**config.mk**
```make
export PLATFORM = sky130hd
export DESIGN_NAME = req_serializer
export DESIGN_NICKNAME = d
export VERILOG_FILES = /design/src/rtl/reqser_pkg.sv /design/src/rtl/lsb_idx.sv /design/src/rtl/req_serializer.sv
export SDC_FILE = /design/constraint.sdc
export NUM_CORES = 1
export LEC_CHECK = 0
export ABC_AREA = 1
export BUFFER_PORTS_ARGS = -buffer_cell sky130_fd_sc_hd__buf_2
export CAP_MARGIN = 15
export CORE_UTILIZATION = 54
export DETAILED_ROUTE_END_ITERATION = 16
export HOLD_SLACK_MARGIN = 0.1
export PLACE_DENSITY = 0.87
export SLEW_MARGIN = 20
export SYNTH_ARGS = -nofsm -noshare
export SYNTH_HDL_FRONTEND = slang
export SYNTH_SLANG_ARGS = --single-unit
```
**constraint.sdc**
```tcl
create_clock -name clk -period 2.5 [get_ports clk]
set_input_delay 0.5 -clock clk [delete_from_list [all_inputs] [get_ports clk]]
set_output_delay 0.5 -clock clk [all_outputs]
set_load 0.005 [all_outputs]
```
**src/rtl/reqser_pkg.sv**
```systemverilog
// rtl/reqser_pkg.sv - shared types and helpers for the request-vector serializer
package reqser_pkg;

    // Controller states: waiting for a vector, or emitting its indices.
    typedef enum logic {
        IDLE  = 1'b0,
        DRAIN = 1'b1
    } state_e;

    // Smallest index width able to address 'width' request lines (minimum 1).
    function automatic int idx_width(input int width);
        int w;
        w = 1;
        while ((1 << w) < width) begin
            w = w + 1;
        end
        return w;
    endfunction

endpackage

```
**src/rtl/lsb_idx.sv**
```systemverilog
// rtl/lsb_idx.sv - combinational lowest-set-bit to binary index encoder
module lsb_idx
    import reqser_pkg::*;
#(
    parameter int WIDTH = 8,
    localparam int IDXW = idx_width(WIDTH)
) (
    input  logic [WIDTH-1:0] vec_i,
    output logic [IDXW-1:0]  idx_o
);

    // Scan from the top down so the lowest set bit is the last to win; all-zero yields 0.
    always_comb begin
        idx_o = '0;
        for (int i = WIDTH - 1; i >= 0; i--) begin
            if (vec_i[i]) begin
                idx_o = IDXW'(i);
            end
        end
    end

endmodule

```
**src/rtl/req_serializer.sv**
```systemverilog
// rtl/req_serializer.sv - serializes a multi-hot request vector into binary indices, lowest first (optional out_last via REQSER_LAST_EN)
module req_serializer
    import reqser_pkg::*;
#(
    parameter int WIDTH = 8,
    localparam int IDXW = idx_width(WIDTH)
) (
    input  logic             clk,
    input  logic             rst,
    input  logic [WIDTH-1:0] in_vec,
    input  logic             in_valid,
    output logic             in_ready,
    output logic [IDXW-1:0]  out_idx,
    output logic             out_valid,
    input  logic             out_ready,
    output logic             busy
`ifdef REQSER_LAST_EN
    ,
    output logic             out_last
`endif
);

    state_e           state_q, state_d;
    logic [WIDTH-1:0] pending_q, pending_d;
    logic [WIDTH-1:0] pending_clr;
    logic [IDXW-1:0]  lsb_pos;

    lsb_idx #(
        .WIDTH (WIDTH)
    ) u_lsb_idx (
        .vec_i (pending_q),
        .idx_o (lsb_pos)
    );

    // Pending vector with its lowest set bit removed; zero means the current beat is the last.
    assign pending_clr = pending_q & (pending_q - WIDTH'(1));

    // State and pending registers; reset discards any partially drained vector.
    always_ff @(posedge clk) begin
        if (!rst) begin
            state_q   <= IDLE;
            pending_q <= '0;
        end else begin
            state_q   <= state_d;
            pending_q <= pending_d;
        end
    end

    // Next-state logic: load non-zero vectors in IDLE, retire one bit per output handshake in DRAIN.
    always_comb begin
        state_d   = state_q;
        pending_d = pending_q;
        case (state_q)
            IDLE: begin
                // A zero vector is accepted and silently dropped.
                if (in_valid && (in_vec != '0)) begin
                    pending_d = in_vec;
                    state_d   = DRAIN;
                end
            end
            DRAIN: begin
                if (out_ready) begin
                    pending_d = pending_clr;
                    if (pending_clr == '0) begin
                        state_d = IDLE;
                    end
                end
            end
            default: begin
                state_d = IDLE;
            end
        endcase
    end

    // Handshake outputs come from the state register only, forced low while reset is asserted.
    always_comb begin
        in_ready  = rst && (state_q == IDLE);
        out_valid = rst && (state_q == DRAIN);
        busy      = out_valid;
        out_idx   = out_valid ? lsb_pos : '0;
    end

`ifdef REQSER_LAST_EN
    // Last beat is flagged when only one pending bit remains.
    always_comb begin
        out_last = out_valid && (pending_clr == '0);
    end
`endif

endmodule

```
## After elaboration in Yosys (flattened, before gate mapping)

Index checks and enable logic that the tools add are counted.

- Word-level logic and storage cells: 29
- Register bits after elaboration: 9

- Add/sub/neg operators: 1
- Eq/ne operators: 2
- Bitwise logic cells: 2
- Reduce and logical (&&, ||, !) cells: 6
- Mux-type cells: 16

Operators by type and width:

| kind | count |
|---|---|
| $mux W3 | 9 |
| $mux W8 | 2 |
| $pmux W8 S2 | 1 |
| $and A8 B8 Y8 | 1 |
| $logic_not A8 Y1 | 1 |
| $reduce_bool A8 Y1 | 1 |
| $sub A8 B1 Y8 const B | 1 |
| $ne A2 B2 Y1 const B | 2 |
| $logic_and A1 B1 Y1 | 3 |
| $mux W1 | 3 |
| $pmux W1 S2 | 1 |
| $reduce_and A2 Y1 | 1 |
| $not A1 Y1 | 1 |

## Logic depth before layout (Yosys ltp)

- Depth in word-level cells: 9
- Mapped depth: 8
- Depth with buffers taken out: 8

## Cells and area by module

A second synthesis with hierarchy kept.

- Cell total of the unflattened synthesis: 133
- Area, all modules: 728.2 um^2

Modules (own cells, without submodules):

| module | instances | area an instance (um^2) | cells each |
|---|---|---|---|
| req_serializer | 1 | 633.1 | 114 |
| lsb_idx | 1 | 95.1 | 19 |

## Least setup slack after synthesis

Ideal clock, no wire load.

- Path type: in2out
- Start: input rst
- End: output out_idx[0]
- Required time: 2,000 ps
- Path slack: 967 ps
- Cell stages on the path: 5
- Arrival time: 1,033 ps
- Cells stage by stage: buf_2 -> nand2_1 -> inv_1 -> nand2_1 -> a21oi_1

- Word-level cells in the longest chain between the ends: 2

Ends and longest elaborated chain:

| item | RTL line | RTL |
|---|---|---|
| start, declared | req_serializer.sv:9 | `input logic rst,` |
| $logic_and A1 B1 Y1 | req_serializer.sv:78 | `out_valid = rst && (state_q == DRAIN);` |
| via busy | req_serializer.sv:16 | `output logic busy` |
| $mux W3 | req_serializer.sv:80 | `out_idx = out_valid ? lsb_pos : '0;` |
| end, declared | req_serializer.sv:13 | `output logic [IDXW-1:0] out_idx,` |

The timed path passes the listed nets, and every way through them passes these cells.

## Worst setup path in the final report

- Start: register pending_q[4]
- End: output out_idx[1]

- Word-level cells in the longest chain between the ends: 6

Ends and longest elaborated chain:

| item | RTL line | RTL |
|---|---|---|
| start, declared | req_serializer.sv:24 | `logic [WIDTH-1:0] pending_q, pending_d;` |
| start signal, assigned | req_serializer.sv:45 | `pending_q <= pending_d;` |
| $mux W3 (5 in series) | lsb_idx.sv:16 | `if (vec_i[i]) begin` |
| $mux W3 | req_serializer.sv:80 |  |

No other way between the ends.

==> metrics.md <==
| Metric | Value |
|---|---|
| Tcrit/Tclk final | 75.5% |
| Vias | 750 |
| RSZ-0062 raised after global routing | no |
| Achievable Freq | about 0.53 GHz |
| Crit path cell chain | nor2_1, o21ai_0, a211oi_1, buf_2 |
| Async set-or-reset flop fraction in the synthesized netlist | 0% |
| Most common flop cell mapped by yosys | dfxtp_1 |
| Post-route ant nets | 0 |
| Core area | 1160 um^2 |
| Gates resized, CTS repair | 0 |
| Critical path class | reg -> out |
| Reg2reg end | pending_q[1]$_SDFFE_PN0P_ |
| DR iter-0 viols | 26 |
| Max stage delay on crit path | 0.34 ns |
| Cell count along the critical path | 4 |
| Mapped cell area | about 700 um^2 |
| Synth warnings | 0 |
| Status | finished clean |
| Gr ovfl total | 0 |
| Ports | 18 |
| Fin nets | 143 |
| Pwr/cell area | 594 nW/um^2 |
| Clock Skews | about 0.0013 ns |
| WHS Path Cells | 2 |
| Final setup viols | 0 |
| Worst-path clk slew | 0.06 ns |
| Post-route cell area | 807 um^2 |
| Avg Cell Area, Syn | 6.27 um^2 |
| CTS tree | done |
| First drt pass iteration count | 4 |
| First-pass GRT wire length | 2590 um |
| Die height | around 38 um |
| Sequential share of the synthesized area | between 20% and 30% |
| Layout area overhead | 15.0% |
| Slew @ Worst Pin | 0.260 ns |
| Die width | 38.1 um |
| Count of different cell masters after synthesis | 23 |
| Vias in the first global route | 638 |
| Pin count of the biggest net entering global routing | 14 |
| RR Startpoint | state_q$_SDFF_PN0_ |
| Postcts setup bufs | 0 |
| CP Capture Type | primary output |
| Total global-route track usage | 25.9% |
| Routed length per instance | 11.8 um |
| Crit path DAT | 1.39 ns |
| DRC viols | 0 |
| Setup slack, reg-to-reg | 1.24 ns |
| Fin crit period | 1.89 ns |
| H-Tree Depth | 1 |
| HP Start | pending_q[0]$_SDFFE_PN0P_ |
| FP Rows | 12 |
| Worst R2R Path Depth | 6 |
| Cts hold-fix bufs | 0 |
| TNS Setup | 0 ns |
| Final WL | about 1700 um |
| Most frequent cells in the layout | nand2_1, nor2_1, buf_2 |
| ANT cells | 0 |
| Root buf cell | clkbuf_4 |
| WP buf/inv | 1 |
| Critical-path top delay cell | dfxtp_1 |
| Initial antenna violation count | 0 |
| Hold endpoint | pending_q[0]$_SDFFE_PN0P_ |
| CP Launch Type | register |
| Worst EP required | approximately 2.0 ns |
| CTS Buf Count | 3 |
| Tightest Hold Check Type | reg -> reg |
| Max-cap violations | 0 |
| Final GP Congestion | about 0.85 |
| Port Buf Inserts | 17 |
| EDFF count, synth | 0 |
| Fin util | about 70% |
| Commonest non-fill, non-tap cell in the layout | nand2_1 |
| Slew Limit Fails | 0 |
| Clk Latency, worst-skew pair | 0.26 ns |
| Clock Tree Buf Depth | 2 |
| Hold Vio Cnt, Final | 0 |
| Peak VDD IR | 0.447 mV |
| DP Wirelength | 1290 um |
| Mapped Cells | 112 |
| Vias per cell | 5.21 |
| Pleak | slightly above 0.0004 uW |
| Placed Area | 781 um^2 |
| Max Fanout on Critical Path | 5 |
| FILL cells | between 100 and 150 |
| Clock sink count | 9 |
| #FFs+latches synth | 9 |
| Fraction of layout cells with a size suffix above 1 | 26.2% |
| Post-Synthesis Net Count | 124 |
| Delay-heaviest family, CP | compound AO/OA/AOI/OAI gates |
| Die ar. | 1450 um^2 |
| Headroom to the max-slew limit | 82.6% |
| Initial Util | about three fifths |
[final cells by class]
class                           count  area (um^2)  area share (%)
Sequential cell                     9          180            22.3
Multi-Input combinational cell     88          453            56.1
Tap cell                           14         17.5            2.17
Inverter                           12         45.0            5.58
Timing Repair Buffer               17         85.1            10.5
Clock buffer                        4         26.3            3.26
[metal layers]
| layer | wire length, um | vias up | track usage [%] |
|---|---|---|---|
| li1 | - | 392 | - |
| met1 | 781 | 324 | 34.8 |
| met2 | 778 | 30 | 38.6 |
| met3 | 116 | 4 | 4.07 |
| met4 | 25 | 0 | 15.2 |
| met5 | 0 | - | 0 |
[worst min-delay path, stage by stage, from the launching register on]
cell and delay (ns):
dfxtp_1 0.35, nand2_2 0.08, a21oi_2 0.04
[per-stage QoR]
step / cells / setup slack [ns] / total power [uW] / hold WS [ns]
after floorplan: 112 / 0.967 / 322 / 0.477
after global placement: 140 / 0.812 / 361 / 0.490
after detailed placement: 140 / 0.783 / 364 / 0.503
after CTS: 144 / 0.666 / 480 / 0.516
after global routing: 144 / 0.569 / 514 / 0.530
final: 144 / 0.612 / 480 / 0.514
[cells by family after synthesis]
group | Yosys count | synth area share, %
flops | 9 | 25.7
buf+inv | 15 | 9.80
simple gates | 66 | 44.7
compound gates | 22 | 19.8
[sequential cells by signal, summed over array words and instances (netlist names)]
signal / flops
pending_q: 8
state_q: 1
[synthesized netlist by cell type, types with 2 or more instances]
| library cell | n | area share [%] |
|---|---|---|
| nor2_1 | 24 | 13 |
| o21ai_1 | 3 | 2.1 |
| o21ai_0 | 10 | 7.1 |
| dfxtp_1 | 9 | 26 |
| nor2_2 | 3 | 2.7 |
| nand2_1 | 27 | 14 |
| a21oi_1 | 3 | 2.1 |
| nand3_1 | 4 | 2.9 |
| nor2_4 | 2 | 3.2 |
| nand2_2 | 3 | 2.7 |
| nand2_4 | 2 | 3.2 |
| inv_1 | 11 | 5.9 |
[power by group]
| group | switching (uW) | leakage [uW] | total [uW] | internal (uW) |
|---|---|---|---|---|
| clock network | 51.3 | 0.0000150 | 113 | 61.5 |
| registers | 24.1 | 0.0000746 | 187 | 163 |
| logic | 113 | 0.000322 | 180 | 66.6 |
| total | 189 | 0.000412 | 480 | 291 |
[worst max path at each step]
| stage | from | endpoint | slack [ns] |
|---|---|---|---|
| floorplan | rst | out_idx[0] | 0.97 |
| global placement | rst | out_idx[2] | 0.81 |
| detailed placement | rst | out_idx[2] | 0.78 |
| CTS | pending_q[2]$_SDFFE_PN0P_ | out_idx[2] | 0.67 |
| global route | pending_q[6]$_SDFFE_PN0P_ | out_idx[0] | 0.57 |
| finish | pending_q[4]$_SDFFE_PN0P_ | out_idx[1] | 0.61 |
Note: power is estimated with default switching activity, not from simulation.
